[src/rtl/unidade_controle_pkg.sv]
// unidade_controle_pkg: shared state/class enums, IR field layout and extender mode codes
package unidade_controle_pkg;

    typedef enum logic [2:0] {
        S_FETCH,
        S_DECODE,
        S_EXEC,
        S_MEM,
        S_WB,
        S_ERRO
    } state_t;

    typedef enum logic [2:0] {
        C_ALU,
        C_LIT,
        C_LCH,
        C_JMP,
        C_MEM
    } iclass_t;

    // Only IR[15:11] steers control; the rest is operand data for the datapath.
    localparam int CTL_LSB = 11;

    localparam logic [1:0] OP_ALU = 2'b00;
    localparam logic [1:0] OP_LIT = 2'b01;
    localparam logic [1:0] OP_LCH = 2'b10;
    localparam logic [1:0] OP_JMP = 2'b11;
    localparam logic [1:0] FN_MEM = 2'b11;

    localparam logic [2:0] EXT_NONE    = 3'b000;
    localparam logic [2:0] EXT_LCH_LO  = 3'b001;
    localparam logic [2:0] EXT_LCH_HI  = 3'b010;
    localparam logic [2:0] EXT_JMP_FI  = 3'b011;
    localparam logic [2:0] EXT_JMP_FII = 3'b100;

endpackage

[src/rtl/unidade_controle_decodificador.sv]
// unidade_controle_decodificador: combinational IR -> instruction class and extender mode
module unidade_controle_decodificador
    import unidade_controle_pkg::*;
(
    input  logic [15:CTL_LSB] i_ir,
    output iclass_t           o_class,
    output logic              o_store,
    output logic              o_fii,
    output logic [2:0]        o_ext
);

    logic [1:0] w_op;
    logic [1:0] w_fn;

    assign w_op    = i_ir[15:14];
    assign w_fn    = i_ir[13:12];
    assign o_store = i_ir[11];
    assign o_fii   = i_ir[13];

    assign o_class = w_op == OP_LIT ? C_LIT :
                     w_op == OP_LCH ? C_LCH :
                     w_op == OP_JMP ? C_JMP :
                     (w_op == OP_ALU && w_fn == FN_MEM) ? C_MEM : C_ALU;

    assign o_ext = o_class == C_LCH ? (i_ir[11] ? EXT_LCH_HI : EXT_LCH_LO) :
                   o_class == C_JMP ? (o_fii ? EXT_JMP_FII : EXT_JMP_FI) : EXT_NONE;

endmodule

[src/rtl/unidade_controle.sv]
// unidade_controle: multi-cycle control unit FSM with memory-ack timeout and sticky error
module unidade_controle
    import unidade_controle_pkg::*;
#(
    parameter int TIMEOUT = 15
) (
    input  logic        clk,
    input  logic        rst_n,
    input  logic [15:0] i_instr,
    input  logic        i_imem_ack,
    input  logic        i_dmem_ack,
    input  logic        i_cond_true,
    output logic        o_imem_req,
    output logic        o_dmem_req,
    output logic        o_dmem_we,
    output logic        o_ir_we,
    output logic        o_pc_we,
    output logic        o_pc_sel,
    output logic        o_reg_we,
    output logic [2:0]  o_ext_ctrl,
    output logic        o_imm_sel,
    output logic        o_erro
);

    localparam int CW = $clog2(TIMEOUT + 1);

    state_t              r_state;
    state_t              w_next;
    logic                r_active;
    logic [15:CTL_LSB]   r_ir;
    logic [CW-1:0]       r_cnt;
    iclass_t             w_class;
    logic                w_store;
    logic                w_fii;
    logic                w_wait;
    logic                w_expired;
    logic                w_unused_operand;

    assign w_unused_operand = ^i_instr[CTL_LSB-1:0];

    unidade_controle_decodificador u_dec (
        .i_ir    (r_ir),
        .o_class (w_class),
        .o_store (w_store),
        .o_fii   (w_fii),
        .o_ext   (o_ext_ctrl)
    );

    // r_active keeps every output low until the first edge after reset release.
    assign w_wait    = r_active && ((r_state == S_FETCH && !i_imem_ack) || (r_state == S_MEM && !i_dmem_ack));
    assign w_expired = r_cnt == CW'(TIMEOUT - 1);

    always_ff @(posedge clk or negedge rst_n) begin
        if (!rst_n) begin
            r_state  <= S_FETCH;
            r_active <= 1'b0;
        end else begin
            r_state  <= w_next;
            r_active <= 1'b1;
        end
    end

    always_ff @(posedge clk or negedge rst_n) begin
        if (!rst_n) begin
            r_ir  <= '0;
            r_cnt <= '0;
        end else begin
            if (o_ir_we) r_ir <= i_instr[15:CTL_LSB];
            r_cnt <= (w_next != r_state) ? '0 : w_wait ? r_cnt + 1'b1 : r_cnt;
        end
    end

    always_comb begin
        w_next = r_state;
        case (r_state)
            S_FETCH:  if (r_active) w_next = i_imem_ack ? S_DECODE : w_expired ? S_ERRO : S_FETCH;
            S_DECODE: w_next = S_EXEC;
            S_EXEC:   w_next = w_class == C_JMP ? S_FETCH : w_class == C_MEM ? S_MEM : S_WB;
            S_MEM:    w_next = i_dmem_ack ? (w_store ? S_FETCH : S_WB) : w_expired ? S_ERRO : S_MEM;
            S_WB:     w_next = S_FETCH;
            default:  w_next = S_ERRO;
        endcase
    end

    always_comb begin
        o_imem_req = 1'b0;
        o_ir_we    = 1'b0;
        o_dmem_req = 1'b0;
        o_dmem_we  = 1'b0;
        o_pc_we    = 1'b0;
        o_pc_sel   = 1'b0;
        o_reg_we   = 1'b0;
        o_imm_sel  = 1'b0;
        o_erro     = r_state == S_ERRO;
        case (r_state)
            S_FETCH: begin
                o_imem_req = r_active && !i_imem_ack;
                o_ir_we    = r_active && i_imem_ack;
            end
            S_EXEC: begin
                o_pc_we  = w_class == C_JMP;
                o_pc_sel = w_class == C_JMP && (w_fii || i_cond_true);
            end
            S_MEM: begin
                o_dmem_req = !i_dmem_ack;
                o_dmem_we  = !i_dmem_ack && w_store;
                o_pc_we    = i_dmem_ack && w_store;
            end
            S_WB: begin
                o_reg_we  = 1'b1;
                o_pc_we   = 1'b1;
                o_imm_sel = w_class == C_LIT || w_class == C_LCH;
            end
            default: ;
        endcase
    end

endmodule

[config.mk]
export PLATFORM = sky130hd
export DESIGN_NAME = unidade_controle
export DESIGN_NICKNAME = d
export VERILOG_FILES = /design/src/rtl/unidade_controle_pkg.sv /design/src/rtl/unidade_controle_decodificador.sv /design/src/rtl/unidade_controle.sv
export SDC_FILE = /design/constraint.sdc
export NUM_CORES = 1
export LEC_CHECK = 0
export ABC_CLOCK_PERIOD_IN_PS = 2200
export BUFFER_PORTS_ARGS = -buffer_cell sky130_fd_sc_hd__buf_4
export CORE_MARGIN = 1
export CORE_UTILIZATION = 34
export DETAILED_ROUTE_END_ITERATION = 8
export GPL_ROUTABILITY_DRIVEN = 0
export GPL_TIMING_DRIVEN = 0
export PLACE_DENSITY = 0.6
export SLEW_MARGIN = 0
export SYNTH_ARGS = -nofsm -noshare
export SYNTH_HDL_FRONTEND = slang
export SYNTH_SLANG_ARGS = --single-unit
[constraint.sdc]
create_clock -name clk -period 2.2 [get_ports clk]
set_clock_uncertainty 0.05 [all_clocks]
set_input_delay 0.11 -clock clk [delete_from_list [all_inputs] [get_ports clk]]
set_output_delay 0.11 -clock clk [all_outputs]
set_load 0.05 [all_outputs]
; ---- Word level (Yosys, flattened, before mapping)
; Cells that the tools add are included.
[word_totals]
regBits = 13
latchBits = 0
mem_bits_rw = 0
rom_bits = 0
in_bits = 21
out_inout_bits = 12
elab_cells = 64
n_memories = 0
[op_classes]
n_addsub = 1
n_mul = 0
n_div = 0
magnitude_cmp = 0
n_eq_ne = 15
n_shift = 0
muxes = 27
bitwise_logic = 0
reduce_logical = 17
[op_table]
columns = cell, count
row1 = $mux 3, 15
row2 = $pmux 3 s5, 1
row3 = $eq 3x2->1 const B, 4
row4 = $eq 3x3->1 const B, 3
row5 = $logic_and 1x1->1, 9
row6 = $mux 4, 2
row7 = $mux 1, 7
row8 = $eq 2x2->1 const B, 3
row9 = $eq 3x1->1 const B, 2
row10 = $add 4x1->4 const B, 1
row11 = $eq 4x4->1 const B, 1
row12 = $logic_not 3->1, 1
row13 = $logic_or 1x1->1, 3
row14 = $ne 3x3->1, 1
row15 = $pmux 1 s3, 1
row16 = $eq 2x1->1 const B, 1
row17 = $logic_not 1->1, 2
row18 = $logic_not 2->1, 1
row19 = $mux 2, 1
row20 = $reduce_bool 2->1, 1

; ---- Longest topological paths before layout
[logic_depth]
word_depth = 12
ltp_mapped = 6
depth_no_buf = 6

; ---- Modules after synthesis
; From an unflattened synthesis, not the netlist that was laid out.
[unflattened]
hier_cells = 96
hier_area_um2 = 912.1
[modules_own_cells]
columns = module, instances, cells_each, area_per_inst_um2
row1 = unidade_controle, 1, 84, 844.6
row2 = unidade_controle_decodificador, 1, 12, 67.6

; ---- Worst setup path after synthesis
; OpenSTA, ideal clock, no wires.
[synth_path]
kind = reg2reg
start = register r_state[0]
end = register r_state[2]
arrival_ns = 2.292
setup_slack_ns = -0.224
path_stages_with_launch = 4
path_buffers = 0
path_cell_list = dfrtp_1 > nor4_1 > o21ai_0 > o21ai_0
[synth_between]
elab_chain_len = 2
[synth_rtl]
columns = element, line_no
row1 = start: declaration, unidade_controle.sv:27  ; state_t r_state;
row2 = start signal: assignment, unidade_controle.sv:58  ; r_state <= w_next;
row3 = $eq 3x3->1 (tied with other cells), unidade_controle.sv:75  ; case (r_state)
row4 = $pmux 3 s5 *, unidade_controle.sv:75
row5 = named net w_next[2], unidade_controle.sv:28  ; state_t w_next;
; The timed path passes the listed nets; every way through them passes the cells marked *.
; A chain may end at the register's enable or synchronous reset.

; ---- Worst setup path after layout
[layout_path]
start = register r_state[1]
end = output port o_ir_we
[layout_between]
elab_chain_len = 2
[layout_rtl]
columns = element, line_no
row1 = $logic_not 3->1, unidade_controle.sv:95  ; case (r_state)
row2 = $mux 1, unidade_controle.sv:95
row3 = end: declaration, unidade_controle.sv:16  ; output logic o_ir_we,
; Every way passes these cells.

==> metrics.cfg <==
[timing]
slew_headroom = 0.630
timing.fmax_mhz = 523
fin_ws_ns = 0.287
hold_viol = 0
maxSlewViolCount = 0
worst_pin_slew_ns = 0.551
finalSetupTns_ns = 0
setup_viol = 0
period_minus_slack_ns = 1.91
finalCritPeriodShare = 0.870
rsz0062_at_grt = no

[finish]
drive_gt1_frac = 0.279
layout.cells.non_filler = 152
layout_common_cells = buf_4 (21), dfrtp_1 (13), o21ai_0 (8)
multi_input_area_sq_um = 509
register_area_sq_um = 325
fin_nets = 150
antenna_cells = 0
final_util = 0.462
final_common_cell = buf_4
fillers = 247
area_growth_pct = 29.4

[pwr]
peakVddDrop_uv = 233
p_leak_uw = 0.000557
power_uw = 459
power_density_mw_per_mm2 = 404

[clocking]
htreeDepth = 1
clockRootBuffer = clkbuf_4
ctsHoldBuffers = 3
worstSkewPairLatency_ns = 0.27
cts_setup_buffers = 0
clkTransAtPathRegs_ns = 0.08
cts_tree = yes
cts_made_buffers = 3
clk_path_buf_depth = 2
cts_resized = 0
clkSinkCount = 13

[setup_path]
crit_path_start = r_state[1]$_DFF_PN0_
reg2reg_slack_ns = 0.43
crit_end = o_ir_we
timing.rr.start = r_cnt[0]$_DFFE_PN0P_
required_ns = 2.04
r2r_end = r_cnt[2]$_DFFE_PN0P_
critPathCaptureType = primary output
cp.arrival_ns = 1.75
path_class = flop to primary output
start_kind = flop
reg2regPathDepth = 6
critPathMaxFanout = 6

[drt]
dr.pass1.iters = 4
ant_nets = 0
routedWlPerCell_um = 12.4
drc = 0
wl_um = 1880
via_per_inst = 5.03
vias = 764
drt_iter0_drc = 14

[floorplanning]
rows = 18
core_sq_mm = 0.00245
die_h_um = 52.8
die-area_sq_mm = 0.00279
start_util = 0.357
dieWidth_um = 52.8
num_io_pins = 33

[placement]
place_ws_ns = 0.438
dp_hpwl_um = 1450
port_buffers = 21
dp_cells = 145

[global_routing]
gr-usage-all-layers = 0.152
grt_remaining_overflow = 0
grt_pass1_wl_um = 2940
grt_pass1_vias = 671
antenna_found_initial = 0
grt_max_degree = 14

[synth]
syn_area_sq_um = 877
synth_cell_types = 35
ys_ff_latch = 13
synthCells = 94
syn_nets = 121
yosysSeqAreaShare = 0.371
ys_warn_count = 0
syn_avg_cell_area_sq_um = 9.33

[min_path]
whs_path_depth = 2
hold_class = input pin to flop

[outcome]
outcome = completed

[job]
cap_violations = 0

## cell type report
class,count,share of cell area
flip-flops and latches,13,0.287
well taps,30,0.0331
clock buffers,4,0.0232
plain buffers,4,0.0198
inverters,7,0.0232
repair buffers,24,0.165
multi-input cells,70,0.449
## per-layer routing
layer | global-route usage | vias up | wire, um
met3 | 0.0406 | 2 | 98
met5 | 0 | - | 0
met2 | 0.241 | 19 | 880
met4 | 0.0789 | 0 | 15
li1 | - | 384 | -
met1 | 0.186 | 359 | 887
## synthesized netlist by cell type, drive strengths merged
master / instances / area (sq um)
a211oi: 1 / 7.51
a21boi: 1 / 7.51
a21o: 2 / 15.0
a21oi: 3 / 15.0
and2: 1 / 6.26
and3: 3 / 18.8
and3b: 1 / 8.76
and4: 1 / 8.76
buf: 1 / 11.3
clkbuf: 3 / 11.3
conb: 1 / 3.75
dfrtp: 13 / 325
ha: 6 / 75.1
inv: 7 / 26.3
mux2: 5 / 75.1
nand2: 3 / 11.3
nand2b: 3 / 26.3
nand3: 2 / 10.0
nand3b: 1 / 7.51
nand4: 1 / 6.26
nor2: 7 / 26.3
nor2b: 1 / 6.26
nor3: 7 / 35.0
nor3b: 1 / 7.51
nor4: 1 / 6.26
o211ai: 3 / 22.5
o21ai: 9 / 45.0
o21bai: 1 / 7.51
or2: 1 / 6.26
or3: 1 / 6.26
or4b: 1 / 13.8
xnor2: 1 / 8.76
xor2: 1 / 8.76
## how the worst min path moves through the flow
stage / end / slack, ns / startpoint
after floorplan: r_active$_DFF_PN0_ / -0.24 / rst_n
after global placement: r_state[0]$_DFF_PN0_ / -0.08 / rst_n
after detailed placement: r_cnt[2]$_DFFE_PN0P_ / -0.08 / rst_n
after CTS: r_ir[11]$_DFFE_PN0P_ / 0.003 / i_instr[11]
after global routing: r_ir[13]$_DFFE_PN0P_ / 0.0008 / i_instr[13]
final: r_ir[11]$_DFFE_PN0P_ / 0.01 / i_instr[11]
## kinds of logic after synthesis
group / count (synthesis) / synth area share
multiplexers: 5 / 0.0856
buffers and inverters: 11 / 0.0556
XOR/XNOR: 2 / 0.0200
flip-flops: 13 / 0.371
AO/OA/AOI/OAI: 20 / 0.137
AND/OR/NAND/NOR: 36 / 0.241
adder cells (fa/ha/maj): 6 / 0.0856
other: 1 / 0.00428
## metrics by stage
step	instance area [sq um]	hold slack (ns)
after CTS	1130	0.00327
after global placement	1080	-0.0835
after floorplan	883	-0.236
final	1130	0.0142
after detailed placement	1080	-0.0822
after global routing	1130	0.000750
## where the power goes
group | internal, uW | leakage, uW | total (uW) | switching, uW
clock network | 70.2 | 0.0000150 | 150 | 79.4
registers | 244 | 0.000163 | 251 | 6.97
logic | 30.3 | 0.000378 | 57.9 | 27.6
## worst max-delay path, stage by stage (launching register included)
cell,delay [ns]
dfrtp_1,0.41
nand2b_4,0.16
or4b_4,0.52
buf_6,0.16
inv_1,0.05
buf_4,0.18
## flip-flops by register name (all words and copies together), names as in the netlist
signal    count
r_cnt         4
r_active      1
r_ir          5
r_state       3
(Power assumes the default switching activity.)
